[src/rtl/j_fdsyncr_dbuf.sv]
// j_fdsyncr_dbuf: byte-lane writable register with an optional shadow stage.
// MODE 0 loads lanes straight into q. MODE 1 stages lanes in a shadow register
// and moves them into q on a commit. A commit that arrives alongside lane
// loads carries those new lanes into q on the same edge.
module j_fdsyncr_dbuf #(
    parameter int                 WIDTH  = 32,
    parameter int                 LANES  = WIDTH / 8,
    parameter int                 MODE   = 1,
    parameter logic [WIDTH-1:0]   RSTVAL = '0
) (
    input  logic              clk,
    input  logic              rst,
    input  logic [WIDTH-1:0]  d,
    input  logic [LANES-1:0]  ld,
    input  logic              commit,
    output logic [WIDTH-1:0]  q,
    output logic [WIDTH-1:0]  shadow,
    output logic              pending,
    output logic              committed
);

    logic [WIDTH-1:0] q_q, q_d;
    logic [WIDTH-1:0] shadow_q, shadow_d;
    logic             pending_q, pending_d;
    logic             committed_q, committed_d;

    logic [WIDTH-1:0] shadow_merged;
    logic [WIDTH-1:0] q_merged;
    logic             any_ld;
    logic             commit_take;

    // Overlay the loaded lanes of d on the current shadow and on the current q.
    always_comb begin
        shadow_merged = shadow_q;
        q_merged      = q_q;
        for (int i = 0; i < LANES; i++) begin
            if (ld[i]) begin
                shadow_merged[8*i +: 8] = d[8*i +: 8];
                q_merged[8*i +: 8]      = d[8*i +: 8];
            end
        end
    end

    // A commit only counts when there is something to transfer: either staged
    // data or lanes arriving in the same cycle.
    assign any_ld      = |ld;
    assign commit_take = commit && (pending_q || any_ld);

    // Next-state selection for both modes.
    always_comb begin
        q_d         = q_q;
        shadow_d    = shadow_q;
        pending_d   = 1'b0;
        committed_d = 1'b0;
        if (MODE == 0) begin
            q_d      = q_merged;
            shadow_d = q_merged;
        end else begin
            shadow_d = shadow_merged;
            if (commit_take) begin
                q_d         = shadow_merged;
                pending_d   = 1'b0;
                committed_d = 1'b1;
            end else begin
                pending_d   = pending_q || any_ld;
            end
        end
    end

    // State registers; reset overrides any load or commit in the same cycle.
    always_ff @(posedge clk) begin
        if (rst) begin
            q_q         <= RSTVAL;
            shadow_q    <= RSTVAL;
            pending_q   <= 1'b0;
            committed_q <= 1'b0;
        end else begin
            q_q         <= q_d;
            shadow_q    <= shadow_d;
            pending_q   <= pending_d;
            committed_q <= committed_d;
        end
    end

    assign q         = q_q;
    assign shadow    = shadow_q;
    assign pending   = pending_q;
    assign committed = committed_q;

endmodule

[config.mk]
export PLATFORM = sky130hd
export DESIGN_NAME = j_fdsyncr_dbuf
export DESIGN_NICKNAME = d
export VERILOG_FILES = /design/src/rtl/j_fdsyncr_dbuf.sv
export SDC_FILE = /design/constraint.sdc
export NUM_CORES = 1
export LEC_CHECK = 0
export CAP_MARGIN = 25
export CORE_MARGIN = 2
export CORE_UTILIZATION = 45
export DETAILED_ROUTE_END_ITERATION = 10
export HOLD_SLACK_MARGIN = 0.02
export PLACE_DENSITY = 0.91
export SLEW_MARGIN = 20
export SYNTH_ARGS = -nofsm -noshare
export SYNTH_HDL_FRONTEND = slang
export SYNTH_SLANG_ARGS = --single-unit
export TNS_END_PERCENT = 10
[constraint.sdc]
create_clock -name clk -period 3 [get_ports clk]
set_input_delay 0.6 -clock clk [delete_from_list [all_inputs] [get_ports clk]]
set_output_delay 0.6 -clock clk [all_outputs]
set_load 0.02 [all_outputs]
## Word level (Yosys, flattened, before mapping)

Index checks and enable logic that the tools add are counted.

- Word-level logic and storage cells: 13
- Register bits: 66

- Muxes and demuxes: 5
- Reductions and logical operators: 4

Operator list:

| cell | count |
|---|---|
| 8-bit 2-to-1 mux | 4 |
| 4-bit OR reduction | 1 |
| 2-bit OR reduction | 1 |
| 1-bit logical AND | 1 |
| 1-bit logical OR | 1 |
| 1-bit 2-to-1 mux | 1 |

## Depth between registers and ports, before layout

- Depth in word-level cells: 4
- Gate-level depth with buffers: 5

## Least setup slack after synthesis

Ideal clock, no wire load.

- Path type: input to register
- From: input ld[3]
- To: register q_q[0], in the netlist q[0]
- Cell stages on the path: 5
- Setup time: 121 ps
- Path slack: 875 ps
- Arrival time: 2005 ps
- Path buffers: 2
- Cells stage by stage: buf_4 -> or4_4 -> o21ai_4 -> buf_6 -> mux2_2

- Cells in the longest elaborated chain, start to end: 3

Ends and longest elaborated chain:

| what | line | source |
|---|---|---|
| start: declaration | 14 | `input logic [LANES-1:0] ld,` |
| 4-bit OR reduction | 46 | `assign any_ld = \|ld;` |
| 1-bit logical OR | 47 | `assign commit_take = commit && (pending_q \|\| any_ld);` |
| 1-bit logical AND | 47 |  |
| end signal: assignment | 78 | `q_q <= q_d;` |
| end: declaration | 22 | `logic [WIDTH-1:0] q_q, q_d;` |

Every way passes these cells.
A chain may end at the register's enable or synchronous reset.

## Worst setup path in the final report

- From: input ld[1]
- To: register q_q[5], in the netlist q[5]

Same word-level chain as after synthesis.

==> flow_summary_export.csv <==
group,metric,value,unit
drt,vias,1906,
cts,clock-sinks,66,
final_layout,leading_cell_type_in_the_layout_fill_and_taps_excluded,"sky130_fd_sc_hd__clkdlybuf4s50_1",
place,finalWeightedCongestion,0.7128,
setup_path,critPathMaxFanout,19,
cts,postCtsSetupRepairBufs,0,
pwr,irDropWorstVdd,353.1,uV
place,hpwl,4.114,mm
sta,hold-worst-slack,0.5351,ns
drt,detail_route.wirelength,5.667,mm
die,floorplan.core_area,5172,sq um
pwr,power_report.internal_total,1.523,mW
cts,post_cts_resize_count,0,
synth,syn_avg_cell_area,11.51,sq um
sta,setup_viol_count_final,0,
global_routing,grt_pass1_wl,9.121,mm
setup_path,start_kind,"input port",
pwr,power.static_leakage,1.558,nW
synth,synth_top_family_by_area,"multiplexers",
final_layout,area_growth,52.42,%
synth,yosys_warnings,0,
drt,drtPass1Iterations,4,
sta,rsz0062_at_grt,"false",
setup_path,wp_data_required,3.22,ns
pwr,power_frac_comb,17.5,%
final_layout,antenna_cells_inserted,0,
final_layout,final_cell_mix,"sky130_fd_sc_hd__clkdlybuf4s50_1 (103), sky130_fd_sc_hd__dfxtp_1 (66), sky130_fd_sc_hd__nor2_1 (34)",
sta,timing_worst_slew_pin_value,0.5716,ns
final_layout,layout.cell_area.non_filler,3736,sq um
final_layout,number_of_filler_cells_placed_in_the_layout,375,
final_layout,design.final.nets,360,
synth,synthesis.nets,252,
synth,post_synth_main_area_contributors,"sky130_fd_sc_hd__dfxtp_1 (54%), sky130_fd_sc_hd__mux2_2 (15%), sky130_fd_sc_hd__mux2i_1 (13%)",
place,post_dp_cell_area,3551,sq um
drt,drt-initial-drc-count,53,
setup_path,timing.setup.critical_path_class,"input port to flop",
cts,cts_tree,"yes",
cts,clk_transition_reported_paths,0.07,ns
place,placement.io_buffers,104,
sta,fmaxAchievable,453.0,MHz
synth,post_synth_instance_area,2451,sq um
die,initial_utilization,47.39,%
die,die_extent_in_y,77.81,um
synth,netlist.area_leader.share,53.91,%
die,width_of_the_chip,77.81,um
cts,cts-buffers-inserted,9,
synth,synth_largest_area_cell,"sky130_fd_sc_hd__dfxtp_1",
pwr,power_switching_share,24.62,%
setup_path,arrival,2.43,ns
global_routing,grt_total_ovfl,0,
final_layout,final_cells,395,
synth,complex_gate_fraction_of_the_synthesized_area,0.6636,%
synth,count_of_unique_library_cells_instantiated_by_yosys,12,
final_layout,post-route-util,72.23,%
sta,timing.clock.skew,0.002912,ns
synth,synth_mux_area_share,27.77,%
cts,worst_skew_pair_latency,0.33,ns
pwr,power_density,540.6,nW/um^2
global_routing,total_routing_usage_reported_by_global_routing,19.45,%
die,total_die_area,6054,sq um
sta,maxSlewViolCount,0,
cts,ctsHoldBuffers,0,
global_routing,number_of_global_route_vias_before_repair,1930,
place,placed_cells_incl_taps,380,
worst_hold_path,hold_path.class,"flop to flop",
pwr,power.net_switching,0.4972,mW
cts,cts.root.buffer_cell,"sky130_fd_sc_hd__clkbuf_8",
sta,min_period,2.207,ns
pwr,power.clock.fraction,35.2,%
global_routing,antenna_found_initial,0,
die,floorplan.rows,26,
pwr,sequentialPowerShare,47.3,%
cts,clock_path_buffers,2,
sta,post_route_setup_tns,0,ns
synth,synth.ff_latch_count,66,
drt,route.detailed.drc,0,
synth,synth_adder_area_share,0,%
setup_path,setup.worst_path.end_class,"flop",
sta,timing.final.hold_violations,0,
synth,post_synth_and_or_nand_nor_area_fraction,14.04,%
synth,postSynthCellCount,213,
die,io_pins,105,
drt,detail_route.wl_per_cell,14.35,um
drt,ant_nets,0,
final_layout,layout_cell_share_with_drive_strength_beyond_1,16.92,%
sta,max-slew-margin-rel,61.89,%
flow_run,cap_viol_max_count,0,
sta,timing.final.crit_share,73.58,%
drt,route.detailed.vias_per_inst,4.825,
synth,yosys.area_share.xor_xnor,0,%
global_routing,grt_start_max_net_pins,36,
synth,synth_seq_area_share,53.91,%
outcome,outcome,"complete, no violations",
cts,cts_max_level,3,
-- metrics by stage --
step	setup slack (ns)	power, mW
after floorplan	0.8746	1.151
after global placement	0.4536	1.319
after detailed placement	0.4308	1.328
after CTS	0.7934	2.038
after global routing	0.7404	2.089
final	0.7926	2.020
-- kinds of logic (layout without fill, tap and decap cells) --
logic type	Yosys count	count (layout)
and+or+nand+nor	68	68
AOI/OAI and AO/OA	1	1
muxes	64	64
DFF	66	66
buffers and inverters	14	126
-- state kept, by name, indices dropped and copies added, names as in the netlist --
signal,flops
pending,1
committed,1
q,32
shadow,32
-- area by class of cell --
type / instances / area (sq um) / area share, %
sequential: 66 / 1321 / 35.37
timing repair buffer: 111 / 1101 / 29.47
multi-input combinational: 133 / 1041 / 27.86
clock buffer: 12 / 145.1 / 3.885
tap: 70 / 87.58 / 2.344
clock inverter: 3 / 40.04 / 1.072
-- power by group through the flow --
stage          Clock [mW]  Combinational, mW  Sequential [mW]
5_1_grt             0.755              0.375            0.960
2_1_floorplan           0              0.116             1.04
3_5_place_dp            0              0.355            0.974
4_1_cts             0.726              0.357            0.955
6_report            0.712              0.353            0.955
3_3_place_gp            0              0.348            0.972
-- final timing paths --
check	start	to	slack [ns]	cells past startpoint
setup reg to reg	pending$_SDFF_PP0_	q[5]$_SDFFE_PP0P_	1.31	4
hold / removal	shadow[26]$_SDFF_PP0_	shadow[26]$_SDFF_PP0_	0.54	2
hold reg to reg	shadow[26]$_SDFF_PP0_	shadow[26]$_SDFF_PP0_	0.54	2
setup / recovery	ld[1]	q[5]$_SDFFE_PP0P_	0.79	5
-- routing by layer --
metal  GRT usage, %  part of all wire [%]
met4          11.25                   2.6
met2          32.41                    49
met5              0                     0
met3          6.047                   7.2
met1          21.82                    41
-- synthesized netlist by cell type --
cell type / instances
sky130_fd_sc_hd__nor3_1: 1
sky130_fd_sc_hd__mux2_2: 32
sky130_fd_sc_hd__dfxtp_1: 66
sky130_fd_sc_hd__buf_6: 4
sky130_fd_sc_hd__mux2i_1: 32
sky130_fd_sc_hd__nor2_1: 34
sky130_fd_sc_hd__buf_4: 1
sky130_fd_sc_hd__or4_4: 1
sky130_fd_sc_hd__o21ai_4: 1
sky130_fd_sc_hd__nor2b_1: 32
sky130_fd_sc_hd__buf_2: 2
sky130_fd_sc_hd__clkbuf_1: 7
-- critical path, cell delays in order --
cell and delay [ns]:
sky130_fd_sc_hd__clkdlybuf4s50_1 0.46, sky130_fd_sc_hd__or4_4 0.57, sky130_fd_sc_hd__o21ai_4 0.14, sky130_fd_sc_hd__buf_4 0.28, sky130_fd_sc_hd__mux2_2 0.37
Power figures use the tool's default switching activity.
